File: src/rtl/riscv_pipe_pkg.sv
// riscv_pipe_pkg: shared pipeline types; the entry carries an fp bit when EX_MEM_FLOAT_EN is defined
package riscv_pipe_pkg;
  localparam int XLEN = 32;
  typedef enum logic [1:0] {EMPTY, ONE, TWO} skid_state_e;
  typedef struct packed {
`ifdef EX_MEM_FLOAT_EN
    logic            fp;
`endif
    logic [4:0]      rd;
    logic            wb;
    logic            load;
    logic            store;
    logic [2:0]      funct3;
    logic [XLEN-1:0] result;
    logic [XLEN-1:0] store_data;
    logic [XLEN-1:0] pc;
  } ex_mem_entry_t;
  function automatic ex_mem_entry_t ctrl_mask();
    ex_mem_entry_t m;
    m = '0;
    m.wb = 1'b1;
    m.load = 1'b1;
    m.store = 1'b1;
    return m;
  endfunction
endpackage

File: src/rtl/pipe_skid2.sv
// pipe_skid2: two-entry skid buffer with registered in_ready; flush clears CLR_MASK bits of both entries
import riscv_pipe_pkg::*;
module pipe_skid2 #(
  parameter int W = 8,
  parameter logic [W-1:0] CLR_MASK = '0
) (
  input  logic         clk,
  input  logic         rst_n,
  input  logic         flush,
  input  logic         in_valid,
  output logic         in_ready,
  input  logic [W-1:0] in_data,
  output logic         out_valid,
  input  logic         out_ready,
  output logic [W-1:0] out_data
);
  skid_state_e state_q, state_d;
  logic [W-1:0] main_q, main_d, skid_q, skid_d;
  logic ready_q, in_fire, out_fire;
  assign in_fire = in_valid & ready_q;
  assign out_fire = (state_q != EMPTY) & out_ready;
  always_comb begin
    state_d = state_q;
    main_d = main_q;
    skid_d = skid_q;
    case (state_q)
      EMPTY: if (in_fire) begin
        state_d = ONE;
        main_d = in_data;
      end
      ONE: begin
        state_d = (in_fire & !out_fire) ? TWO : (!in_fire & out_fire) ? EMPTY : ONE;
        main_d = (in_fire & out_fire) ? in_data : main_q;
        skid_d = (in_fire & !out_fire) ? in_data : skid_q;
      end
      TWO: if (out_fire) begin
        state_d = ONE;
        main_d = skid_q;
      end
      default: state_d = EMPTY;
    endcase
    if (flush) begin
      state_d = EMPTY;
      main_d = main_q & ~CLR_MASK;
      skid_d = skid_q & ~CLR_MASK;
    end
  end
  always_ff @(posedge clk) begin
    if (!rst_n) begin
      state_q <= EMPTY;
      ready_q <= 1'b1;
      main_q <= '0;
      skid_q <= '0;
    end else begin
      state_q <= state_d;
      ready_q <= (state_d != TWO);
      main_q <= main_d;
      skid_q <= skid_d;
    end
  end
  assign in_ready = ready_q;
  assign out_valid = (state_q != EMPTY);
  assign out_data = main_q;
endmodule

File: src/rtl/ex_mem_stage.sv
// ex_mem_stage: EX/MEM register over a two-entry skid buffer with forwarding decode
// EX_MEM_FLOAT_EN adds the float destination bit and its ports
import riscv_pipe_pkg::*;
module ex_mem_stage (
  input  logic            clk,
  input  logic            rst_n,
  input  logic            flush,
  input  logic            ex_valid,
  output logic            ex_ready,
  input  logic [4:0]      ex_rd,
  input  logic            ex_wb,
  input  logic            ex_load,
  input  logic            ex_store,
  input  logic [2:0]      ex_funct3,
  input  logic [XLEN-1:0] ex_result,
  input  logic [XLEN-1:0] ex_store_data,
  input  logic [XLEN-1:0] ex_pc,
`ifdef EX_MEM_FLOAT_EN
  input  logic            ex_fp_rd,
  output logic            mem_fp_rd,
  output logic            fwd_fp,
`endif
  output logic            mem_valid,
  input  logic            mem_ready,
  output logic [4:0]      mem_rd,
  output logic            mem_wb,
  output logic            mem_load,
  output logic            mem_store,
  output logic [2:0]      mem_funct3,
  output logic [XLEN-1:0] mem_result,
  output logic [XLEN-1:0] mem_store_data,
  output logic [XLEN-1:0] mem_pc,
  output logic [4:0]      fwd_rd,
  output logic            fwd_wb,
  output logic            fwd_load
);
  ex_mem_entry_t in_e, out_e;
  always_comb begin
    in_e = '0;
    in_e.rd = ex_rd;
    in_e.load = ex_load;
    in_e.store = ex_store;
    in_e.funct3 = ex_funct3;
    in_e.result = ex_result;
    in_e.store_data = ex_store_data;
    in_e.pc = ex_pc;
`ifdef EX_MEM_FLOAT_EN
    in_e.fp = ex_fp_rd;
    in_e.wb = ex_wb & (ex_fp_rd | (ex_rd != 5'd0));
`else
    in_e.wb = ex_wb & (ex_rd != 5'd0);
`endif
  end
  pipe_skid2 #(.W($bits(ex_mem_entry_t)), .CLR_MASK(ctrl_mask())) u_skid (
    .clk(clk), .rst_n(rst_n), .flush(flush),
    .in_valid(ex_valid), .in_ready(ex_ready), .in_data(in_e),
    .out_valid(mem_valid), .out_ready(mem_ready), .out_data(out_e)
  );
  assign mem_rd = out_e.rd;
  assign mem_wb = out_e.wb;
  assign mem_load = out_e.load;
  assign mem_store = out_e.store;
  assign mem_funct3 = out_e.funct3;
  assign mem_result = out_e.result;
  assign mem_store_data = out_e.store_data;
  assign mem_pc = out_e.pc;
  assign fwd_rd = out_e.rd;
  assign fwd_wb = mem_valid & out_e.wb & !out_e.load;
  assign fwd_load = mem_valid & out_e.load;
`ifdef EX_MEM_FLOAT_EN
  assign mem_fp_rd = out_e.fp;
  assign fwd_fp = out_e.fp;
`endif
endmodule

File: config.mk
export PLATFORM = sky130hd
export DESIGN_NAME = ex_mem_stage
export DESIGN_NICKNAME = d
export VERILOG_FILES = /design/src/rtl/riscv_pipe_pkg.sv /design/src/rtl/pipe_skid2.sv /design/src/rtl/ex_mem_stage.sv
export SDC_FILE = /design/constraint.sdc
export NUM_CORES = 1
export LEC_CHECK = 0
export CAP_MARGIN = 10
export CELL_PAD_IN_SITES_DETAIL_PLACEMENT = 1
export CELL_PAD_IN_SITES_GLOBAL_PLACEMENT = 2
export CORE_MARGIN = 1
export CORE_UTILIZATION = 25
export DETAILED_ROUTE_END_ITERATION = 10
export PLACE_DENSITY_LB_ADDON = 0.1
export SETUP_SLACK_MARGIN = 0.02
export SYNTH_ARGS = -nofsm -noshare
export SYNTH_HDL_FRONTEND = slang
export SYNTH_HIERARCHICAL = 1
export SYNTH_SLANG_ARGS = --single-unit
File: constraint.sdc
create_clock -name clk -period 1.4 [get_ports clk]
set_input_delay 0.28 -clock clk [delete_from_list [all_inputs] [get_ports clk]]
set_output_delay 0.28 -clock clk [all_outputs]
set_load 0.005 [all_outputs]
# Yosys cells after proc, flatten, opt, wreduce, memory -nomap -nowiden
# Index checks and enable logic that the tools add are counted.
[classes]
addsub = 0
magnitude_cmp = 0
n_reduce_logical = 12
mul = 0
n_div = 0
n_eq_ne = 6
mux = 10
n_shift = 0
bitwise = 11
[op_table]
columns = ["operator", "n"]
rows = [
  ["2-to-1 mux 107 bit", 3],
  ["one-hot mux 107 bit (3 select lines)", 1],
  ["AND 1 bit", 9],
  ["2-to-1 mux 2 bit", 4],
  ["inequality test 2 x 1 -> 1 bit (second input constant)", 3],
  ["one-hot mux 2 bit (3 select lines)", 1],
  ["AND reduction 5 bit", 1],
  ["nonzero test 5 bit", 1],
  ["AND reduction 4 bit", 1],
  ["zero test 1 bit", 3],
  ["AND reduction 3 bit", 1],
  ["nonzero test 3 bit", 1],
  ["equality test 2 x 1 -> 1 bit (second input constant)", 1],
  ["equality test 2 bit (second input constant)", 1],
  ["zero test 2 bit", 1],
  ["inequality test 2 bit (second input constant)", 1],
  ["inverter 1 bit", 2],
  ["AND reduction 2 bit", 1],
  ["nonzero test 2 bit", 1],
  ["OR reduction 2 bit", 1],
  ["2-to-1 mux 1 bit", 1],
]
[totals]
wordCells = 45
latchBits = 0
mem_bits_rw = 0
rom_bits = 0
n_memories = 0
register_bits = 217
inputBits = 112

# Depth between registers and ports, before layout
# Gate-level depths: netlist (run 1).
[depth]
ltp_word = 8
mapped_depth = 7
ltp_nobuf = 4

# Hierarchy
# Netlist (run 1), hierarchy kept.
[by_module_without_submodules]
columns = ["module", "seq_area_each_um2", "area_each_um2", "cells_each", "n_inst"]
rows = [
  ["pipe_skid2", 4344.2, 8872.3, 1084, 1],
  ["ex_mem_stage", 0.0, 66.3, 10, 1],
]

# Worst setup path after synthesis (run 1)
# No wires, ideal clock.
[synth_path]
path_type = "register to register"
start = "reg u_skid.state_q[1]"
end = "reg u_skid.main_q[59] (netlist: u_skid/out_data[59])"
setup_time_ns = 0.116
synth_period_minus_slack_ns = 1.524
t_arrival_ns = 1.408
path_stages_with_launch = 7
path_slack_ns = -0.124
n_path_buf = 2
cell_sequence = "dfxtp_1 -> nand3b_4 -> o31ai_4 -> buf_4 -> buf_4 -> o21ai_0 -> o211a_1"
[synth_between]
elab_chain_cells = 5
word_cells_on_any_way = 12
cone_classes = "5 x eq/ne; 1 x mux; 2 x bitwise; 4 x reduce/logical"
[synth_rtl]
columns = ["element", "line_no", "rtl"]
rows = [
  ["from (decl)", "pipe_skid2.sv:17", "skid_state_e state_q, state_d;"],
  ["from (signal assigned)", "pipe_skid2.sv:55", "state_q <= state_d;"],
  ["nonzero test 2 bit", "pipe_skid2.sv:21", "assign out_fire = (state_q != EMPTY) & out_ready;"],
  ["AND 1 bit", "pipe_skid2.sv:21", ""],
  ["AND 1 bit", "pipe_skid2.sv:33", "main_d = (in_fire & out_fire) ? in_data : main_q;"],
  ["inequality test 2 x 1 -> 1 bit (no source line)", "n/a", ""],
  ["AND reduction 5 bit (no source line)", "n/a", ""],
  ["to (signal assigned)", "pipe_skid2.sv:57", "main_q <= main_d;"],
  ["to (decl)", "pipe_skid2.sv:18", "logic [W-1:0] main_q, main_d, skid_q, skid_d;"],
]
# Several ways; a longest one is shown, not always the timed one.
# A chain may end at the register's enable or synchronous reset.

# Worst setup path in the final report (run 1)
[layout_path]
start = "reg u_skid.ready_q (netlist: u_skid/in_ready)"
end = "reg u_skid.skid_q[22]"
[layout_between]
elab_chain_cells = 3
[layout_rtl]
columns = ["element", "line_no", "rtl"]
rows = [
  ["from (decl)", "pipe_skid2.sv:19", "logic ready_q, in_fire, out_fire;"],
  ["from (signal assigned)", "pipe_skid2.sv:56", "ready_q <= (state_d != TWO);"],
  ["AND 1 bit", "pipe_skid2.sv:20", "assign in_fire = in_valid & ready_q;"],
  ["AND 1 bit", "pipe_skid2.sv:34", "skid_d = (in_fire & !out_fire) ? in_data : skid_q;"],
  ["AND reduction 3 bit (no source line)", "n/a", ""],
  ["to (signal assigned)", "pipe_skid2.sv:58", "skid_q <= skid_d;"],
  ["to (decl)", "pipe_skid2.sv:18", ""],
]
# Every way passes these cells.

==> results of run 1 <==
cells in the mapped netlist, drive strengths merged:
library cell  instances  area (µm²)
nor2                218         818
dfxtp               217        4340
o21ai               208        1040
nand2               106         398
nand3               104         521
o211a               104        1040
clkbuf               63         236
buf                  46         290
mux2i                 6        60.1
a211oi                3        22.5
nand2b                3        18.8
nor2b                 2        12.5
or2                   2        12.5
a21oi                 1        5.00
a2bb2oi               1        8.76
and2                  1        6.26
inv                   1        3.75
nand3b                1        20.0
nand4bb               1        11.3
nor3                  1        16.3
o21a                  1        7.51
o22ai                 1        6.26
o31ai                 1        21.3
or4                   1        7.51
xnor2                 1        8.76
flip-flops by register name, summed over array words and instances, names as in the netlist:
signal	count
u_skid/out_data	107
u_skid/state_q	2
u_skid/skid_q	107
u_skid/in_ready	1
power by group:
group / total [µW] / switching (µW) / internal, µW
logic: 2140 / 954 / 1180
registers: 6610 / 152 / 6450
clock network: 6750 / 2740 / 4010
per-stage QoR:
step	setup slack (ns)	cells
2_1_floorplan	-0.0823	1094
3_3_place_gp	-0.584	1745
3_5_place_dp	-0.599	1745
4_1_cts	-0.271	1836
5_1_grt	-0.421	1873
6_report	-0.327	1873
cells by family (layout without fill, tap and decap cells):
family          count (synthesis)  after routing  share of synthesized area (%)
mux                             6              6                          0.672
other cells                     0              1                              0
simple gates                  440            440                           20.6
compound gates                320            320                           24.1
flops                         217            217                           48.6
buf+inv                       110            433                           5.94
xor+xnor                        1              1                         0.0980
worst max-delay path, stage by stage (launching register included):
cell,delay [ns]
dfxtp_2,0.33
buf_6,0.10
nand3b_4,0.10
buf_6,0.14
nor3_4,0.16
buf_6,0.15
buf_12,0.13
buf_16,0.17
buf_16,0.14
nand3_1,0.10
o21ai_1,0.13
path summary, 6_finish.rpt:
| path | from | slack, ns | endpoint |
|---|---|---|---|
| max | u_skid/in_ready | -0.33 | u_skid/skid_q[22] |
| min | rst_n | 0.11 | u_skid/out_data[26] |
| max reg2reg | u_skid/in_ready | -0.33 | u_skid/skid_q[22] |
| min reg2reg | u_skid/skid_q[18] | 0.45 | u_skid/skid_q[18] |
area by class of cell:
cell class / count / area, µm²
Inverter: 1 / 3.75
Fill cell: 3958 / 19500
Timing Repair Buffer: 387 / 4490
Multi-Input combinational cell: 767 / 5020
Tap cell: 455 / 569
Antenna cell: 1 / 2.50
Sequential cell: 217 / 4450
Clock buffer: 41 / 788
Clock inverter: 4 / 47.5
what timing repair did:
item / in CTS / in global routing
hold buffers: 0 / 0
gates cloned: 17 / 24
pin swaps: 11 / 30
gates resized for setup: 491 / 350
buffers inserted: 29 / 21
endpoints found under the setup margin: 330 / 284
routing by layer:
layer / vias to the layer above / wire length, µm / track usage, %
met2: 173 / 16900 / 28.9
li1: 4399 / - / -
met3: 34 / 1960 / 4.08
met4: 2 / 386 / 2.99
met5: - / 13 / 0
met1: 4461 / 16100 / 23.0
==> metrics, run 1 <==
root buffer cell clkbuf_16; cell area after layout 0.0154 mm²; register bit total from synthesis 217; vias in the first global route 9008; worst hold path type in -> reg; Sink Count 217; failing checks setup timing; 1st-iter DRT viols 394; post-synthesis sequential area ratio 48.6%; Tot Pwr 15500 µW; Slew Limit Headroom 77.8%; die area 0.0365 mm²; commonest non-fill, non-tap cells in the layout 216 x nor2_1, 136 x dfxtp_1, 111 x o21ai_1, 109 x clkdlybuf4s50_1, 105 x nand2_1; chip width 191 µm; most common cell after layout, fill and taps aside nor2_1; routed wire length 35.4 mm; Critical Path AT 2.18 ns; CTS buffer count 27; largest net degree at the start of global routing 63; Ys Warns 6; Final Hold Viols 0; Final Cycle Share 123%; worst-skew pair later-pin latency 0.53 ns; Initial DRT Pass Iterations 6; Crit Path Category reg -> reg; Post-DRT Antenna Nets 0; Clock transition at path regs 0.06 ns; Lkg Pwr 0.00696 µW; max frequency 0.579 GHz; cell area power density 1010 mW/mm²; Crit. End Element flip-flop; worst vdd ir 0.000763 V; TNS Setup -51.33 ns; Port Buffers 227; clock skew 0.0164 ns; Syn Nets 1206; gpl congestion 0.688; core area 0.0349 mm²; MaxCap Viol Count 0; via count 9069; Yosys cell types 29; first-pass GRT wire length 50.4 mm; CTS tree done; Nets 1513; drt wl/cell 18.9 µm; crit path time final 1.73 ns; crit-path max FO 9; CTS max path bufs 3; initial antenna violation count 2; Setup violations, final 216; synthesized area 0.00894 mm²; fin util 44.1%; R2R cell count 10; DRC viols 0; worst path required time 1.85 ns; Layout area overhead 72.0%; Post-Synthesis Cells 1094; DR vias/cell 4.84; worst hold slack 0.106 ns; Die Ht 191 µm; share of cells above drive strength 1 40.4%; H-tree levels 1; HPWL Detailed 19.4 mm; slew of the pin with the lowest slew margin 0.333 ns; hold depth 2; total gr overflow 0; final worst setup slack -0.327 ns; row cnt 68; CP startpoint kind flip-flop; Slew Limit Fails 0; syn avg cell area 8.17 µm²; outcome finished, violations left; placed instance area 0.0124 mm²; RSZ-0062 raised after global routing yes; Initial Util 25.6%; I/O pin count 228; gr usage total 17.4%
Note: power is estimated with default switching activity, not from simulation.
==> run 2: changes to the inputs <==
--- a/config.mk
+++ b/config.mk
@@ -9,8 +9,9 @@
 export CELL_PAD_IN_SITES_DETAIL_PLACEMENT = 1
 export CELL_PAD_IN_SITES_GLOBAL_PLACEMENT = 2
 export CORE_MARGIN = 1
-export CORE_UTILIZATION = 25
+export CORE_UTILIZATION = 32
 export DETAILED_ROUTE_END_ITERATION = 10
+export DONT_BUFFER_PORTS = 1
 export PLACE_DENSITY_LB_ADDON = 0.1
 export SETUP_SLACK_MARGIN = 0.02
 export SYNTH_ARGS = -nofsm -noshare
==> run 2 against run 1 <==
  * The run ends with hold timing, setup timing left
  * Power is 4.2% lower
  * Worst hold slack worse by 0.17 ns
  * Setup slack better by 0.020 ns
  * Clock skew is 0.0099 ns lower
  * Cell count is 8.5% lower
  * Sequential share of layout area is 0.26 points higher
  * Design area is 3.2% lower
  * Non-clock buffer count is 76 lower
  * Critical path depth is 2 lower
  * Core utilization is 11 points higher
  * Clock power is 1% lower
  * Routed wire length is 0.47% lower
  * Critical endpoint is now u_skid/out_data[48]
==> metrics, run 2 (same netlist as run 1, synthesis figures left out) <==
commonest non-fill, non-tap cells in the layout 213 x dfxtp_1, 210 x nor2_1, 146 x dlygate4sd3_1, 112 x o21ai_1, 105 x nand2_1; Die Ht 169 µm (-11%); CTS buffer count 26 (-3.7%); total gr overflow 0 (unchanged); fin util 54.8% (+11 points); via count 8923 (-1.6%); core area 0.0272 mm² (-22%); failing checks hold timing, setup timing; Critical Path AT 2.18 ns (about the same); Slew Limit Headroom 68.8% (-9.0 points); Final Cycle Share 122% (-1.4 points); Layout area overhead 66.5%; gpl congestion 0.694 (+0.97%); multi-input logic area 0.00501 mm² (-0.17%); max frequency 0.586 GHz (+1.2%); row cnt 60 (-12%); routed wire length 35.2 mm (-0.47%); Initial DRT Pass Iterations 5 (-1); drt wl/cell 20.6 µm (+8.8%); DRC viols 0 (unchanged); initial antenna violation count 0 (-2); Setup violations, final 218 (+0.93%); cell area power density 997 mW/mm² (-1.1%); slew of the pin with the lowest slew margin 0.468 ns (+0.135 ns); Final Hold Viols 15 (+15); H-tree levels 1 (unchanged); r2r setup slk -0.31 ns (+0.02 ns); final worst setup slack -0.307 ns (+0.0197 ns); fillcell total 2941 (-26%); die area 0.0286 mm² (-22%); HPWL Detailed 16.8 mm (-14%); CP startpoint kind flip-flop; Nets 1436 (-5.1%); Inserted Diodes 0 (-1); outcome finished, violations left; Sink Count 217 (unchanged); largest net degree at the start of global routing 314 (+400%); Post-DRT Antenna Nets 0 (unchanged); MaxCap Viol Count 0 (unchanged); chip width 169 µm (-11%); CTS tree done; Port Buffers 0 (-100%); 1st-iter DRT viols 447 (+13%); most common cell after layout, fill and taps aside dfxtp_1; worst hold slack -0.0628 ns (-0.169 ns); worst path required time 1.87 ns (+0.02 ns); CTS max path bufs 3 (unchanged); crit path time final 1.71 ns (-0.0197 ns); I/O pin count 228 (unchanged); RSZ-0062 raised after global routing yes; vias in the first global route 8951 (-0.63%); gr usage total 22.1% (+4.7 points); clock skew 0.00650 ns (-0.00993 ns); TNS Setup -46.29 ns (+5.04 ns); worst-skew pair later-pin latency 0.53 ns (about the same); Lkg Pwr 0.00641 µW (-7.8%); Crit. End Element flip-flop; worst hold path type in -> reg; crit-path max FO 8 (-1); Crit Path Category reg -> reg; Slew Limit Fails 0 (unchanged); Setup WS pre-CTS -0.192 ns (+0.407 ns); root buffer cell clkbuf_16; register area 0.00435 mm² (-2.3%); DR vias/cell 5.21 (+7.5%); first-pass GRT wire length 50.2 mm (-0.37%); Clock transition at path regs 0.06 ns (about the same); share of cells above drive strength 1 30.6% (-9.9 points); Initial Util 32.9% (+7.3 points); worst vdd ir 0.000748 V (-1.9%)
## run 2: changes by cell type in the layout (fill, tap and decap cells not counted), moves of 11 or more
cell,before,now
dfxtp_1,136,213
dlygate4sd3_1,0,146
buf_4,48,36
dfxtp_2,78,4
clkdlybuf4s50_1,109,0
clkbuf_2,43,0
clkdlybuf4s15_1,32,0
nand3_2,94,82
nand3_1,7,18
buf_2,29,0
## run 2: layout make-up
| class | instances | share of cell area (%) |
|---|---|---|
| well taps | 372 | 3.13 |
| flip-flops and latches | 217 | 29.2 |
| clock buffers | 43 | 5.55 |
| inverters | 1 | 0.0252 |
| repair buffers | 311 | 28.3 |
| clock inverters | 3 | 0.118 |
| multi-input cells | 767 | 33.7 |
## run 2: worst paths after layout
path              cells past startpoint         startpoint                   to
setup reg to reg                      8  u_skid/state_q[0]  u_skid/out_data[48]
setup / recovery                      8  u_skid/state_q[0]  u_skid/out_data[48]
hold reg to reg                       2  u_skid/skid_q[18]    u_skid/skid_q[18]
hold / removal                        1              rst_n  u_skid/out_data[23]
## run 2: layer usage
metal  wire length [µm]  part of all wire [%]  track usage [%]  vias up
li1                   -                     -                -     4262
met1              14900                    42             27.3     4401
met2              17600                    50             38.6      218
met3               2130                   6.0             5.41       42
met4                650                   1.8             4.78        0
met5                  0                     0                0        -
## run 2: report_power, final
part | leakage (µW) | switching (µW) | internal (µW)
logic | 0.00423 | 619 | 927
clock network | 0.000414 | 2670 | 3980
registers | 0.00177 | 218 | 6430
## run 2: critical path: stages (launching register included)
cell and delay [ns]:
dfxtp_2 0.33, buf_6 0.11, nor2b_4 0.13, o31ai_4 0.34
buf_12 0.16, buf_12 0.15, buf_8 0.12, clkbuf_16 0.15
o211a_1 0.14
## run 2: repair_timing
| item | CTS | global route |
|---|---|---|
| hold buffers | 138 | 8 |
| hold endpoints to repair | 214 | 187 |
| cloned | 31 | 17 |
| endpoints found under the setup margin | 208 | 220 |
| buffers inserted | 37 | 26 |
| gates resized for setup | 237 | 184 |
| pin swaps | 66 | 79 |
## run 2: per-stage QoR
step,total power [µW],instance area [µm²],cells
after floorplan,7340,9050,1094
after global placement,7460,9860,1426
after detailed placement,7480,9860,1426
final,14800,14900,1714
after global routing,15400,14900,1714
after CTS,14700,13900,1678
==> run 3: changes to the inputs <==
--- a/config.mk
+++ b/config.mk
@@ -8,6 +8,7 @@
 export CAP_MARGIN = 10
 export CELL_PAD_IN_SITES_DETAIL_PLACEMENT = 1
 export CELL_PAD_IN_SITES_GLOBAL_PLACEMENT = 2
+export CORE_ASPECT_RATIO = 0.7
 export CORE_MARGIN = 1
 export CORE_UTILIZATION = 32
 export DETAILED_ROUTE_END_ITERATION = 10
==> run 3 against run 2 <==
  * Core utilization up 3.1 points
  * Worst hold slack lost 0.018 ns
  * The flow still finishes with violations (hold timing, setup timing)
  * Clock power down 5.9%
  * Via count increased by 2.8%
  * Clock-buffer cell count decreased by 8
  * Critical path type is now reg -> out
  * Non-clock buffer count down 1
  * Critical path depth is 4 lower
  * Fmax is 3.0% lower
  * Clock skew increased by 0.0065 ns
==> metrics, run 3 (same netlist as run 1, synthesis figures left out) <==
Crit Path Category reg -> out; Clock transition at path regs 0.06 ns (about the same); total gr overflow 0 (unchanged); CTS buffer count 24 (-7.7%); slew of the pin with the lowest slew margin 0.653 ns (+0.185 ns); Initial Util 33.0% (+0.11 points); Post-DRT Antenna Nets 0 (unchanged); Lkg Pwr 0.00655 µW (+2.2%); Initial DRT Pass Iterations 4 (-1); Port Buffers 0 (unchanged); Slew Limit Headroom 56.4% (-12 points); vias in the first global route 9609 (+7.4%); gpl congestion 0.725 (+4.5%); worst hold slack -0.0807 ns (-0.0179 ns); Sink Count 217 (unchanged); routed wire length 39.2 mm (+11%); drt wl/cell 23.1 µm (+12%); die area 0.0286 mm² (about the same); 1st-iter DRT viols 480 (+7.4%); via count 9174 (+2.8%); initial antenna violation count 0 (unchanged); core area 0.0271 mm² (-0.32%); clock skew 0.0130 ns (+0.00647 ns); DR vias/cell 5.39 (+3.6%); Inserted Diodes 0 (unchanged); root buffer cell clkbuf_16; Critical Path AT 1.48 ns (-0.70 ns); row cnt 50 (-17%); CTS max path bufs 3 (unchanged); Setup violations, final 217 (-0.46%); max frequency 0.568 GHz (-3.0%); worst-skew pair later-pin latency 0.53 ns (about the same); crit path time final 1.76 ns (+0.0528 ns); placed instance area 0.00976 mm² (-0.96%); RSZ-0062 raised after global routing yes; Layout area overhead 75.3%; H-tree levels 1 (unchanged); Final Cycle Share 126% (+3.8 points); fin util 57.8% (+3.1 points); Die Ht 142 µm (-16%); DRC viols 0 (unchanged); chip width 202 µm (+19%); CTS tree done; worst vdd ir 0.000740 V (-1.1%); final worst setup slack -0.360 ns (-0.0528 ns); Nets 1434 (-0.14%); I/O pin count 228 (unchanged); outcome finished, violations left; most common cell after layout, fill and taps aside dfxtp_1; worst hold path type in -> reg; gr usage total 26.0% (+3.9 points); cell area power density 929 mW/mm² (-6.8%); Slew Limit Fails 0 (unchanged); largest net degree at the start of global routing 314 (unchanged); failing checks hold timing, setup timing; first-pass GRT wire length 58.0 mm (+15%); worst path required time 1.12 ns (-0.75 ns); MaxCap Viol Count 0 (unchanged); share of cells above drive strength 1 37.7% (+7.1 points); CP startpoint kind flip-flop; crit-path max FO 3 (-5); Crit. End Element output pin; commonest non-fill, non-tap cells in the layout 214 x dfxtp_1, 154 x nor2_1, 138 x dlygate4sd3_1, 120 x o21ai_2, 106 x nand2_1; HPWL Detailed 17.1 mm (+2.1%); cell area after layout 0.0157 mm² (+5.3%); fillcell total 2828 (-3.8%); Final Hold Viols 14 (-1)
-- run 3: final cells by class --
| class | count | area [µm²] | share of cell area, % |
|---|---|---|---|
| Sequential cell | 217 | 4350 | 27.7 |
| Tap cell | 364 | 455 | 2.91 |
| Clock buffer | 35 | 733 | 4.68 |
| Inverter | 1 | 3.75 | 0.0240 |
| Multi-Input combinational cell | 768 | 5620 | 35.8 |
| Timing Repair Buffer | 310 | 4480 | 28.6 |
| Clock inverter | 6 | 30.0 | 0.192 |
-- run 3: stage by stage --
stage                     power [µW]  setup slack, ns  setup TNS, ns  std cells
after global routing           15100           -0.400         -63.05       1701
after detailed placement        7470           -0.194         -20.86       1405
after global placement          7450           -0.139         -16.16       1405
final                          14600           -0.360         -50.98       1701
after floorplan                 7340          -0.0823          -5.88       1094
after CTS                      14600           -0.399         -58.34       1708
-- run 3: critical path: stages (launching register included) --
cell and delay, ns:
dfxtp_2 0.33, buf_6 0.12, buf_6 0.10, or2_4 0.25, and2_4 0.15
-- run 3: layer usage --
metal	global-route usage (%)	vias to the layer above	part of all wire (%)
li1	-	4273	-
met5	0	-	0
met1	34.9	4659	45
met2	42.9	197	48
met4	4.70	0	1.5
met3	5.95	45	5.6
-- run 3: report_power, final --
group | internal (µW) | total [µW] | leakage, µW | switching, µW
Clock | 3600 | 6260 | 0.000385 | 2660
Combinational | 986 | 1650 | 0.00440 | 666
Sequential | 6420 | 6650 | 0.00177 | 226
Total | 11000 | 14600 | 0.00655 | 3550
-- run 3: repair_timing --
item / in CTS / in global routing
resized for setup: 317 / 332
hold buffers: 128 / 10
pin swaps: 117 / 158
endpoints found under the hold margin: 213 / 201
endpoints found under the setup margin: 216 / 220
cloned: 62 / 4
setup buffers: 74 / 26
-- run 3: path summary, 6_finish.rpt --
path	startpoint	endpoint	slack [ns]	cells after the start
worst max register to register	u_skid/state_q[1]	u_skid/out_data[73]	-0.31	11
worst min-delay path	rst_n	u_skid/out_data[15]	-0.08	1
worst max-delay path	u_skid/state_q[1]	fwd_load	-0.36	4
worst min register to register	u_skid/skid_q[21]	u_skid/skid_q[21]	0.45	2
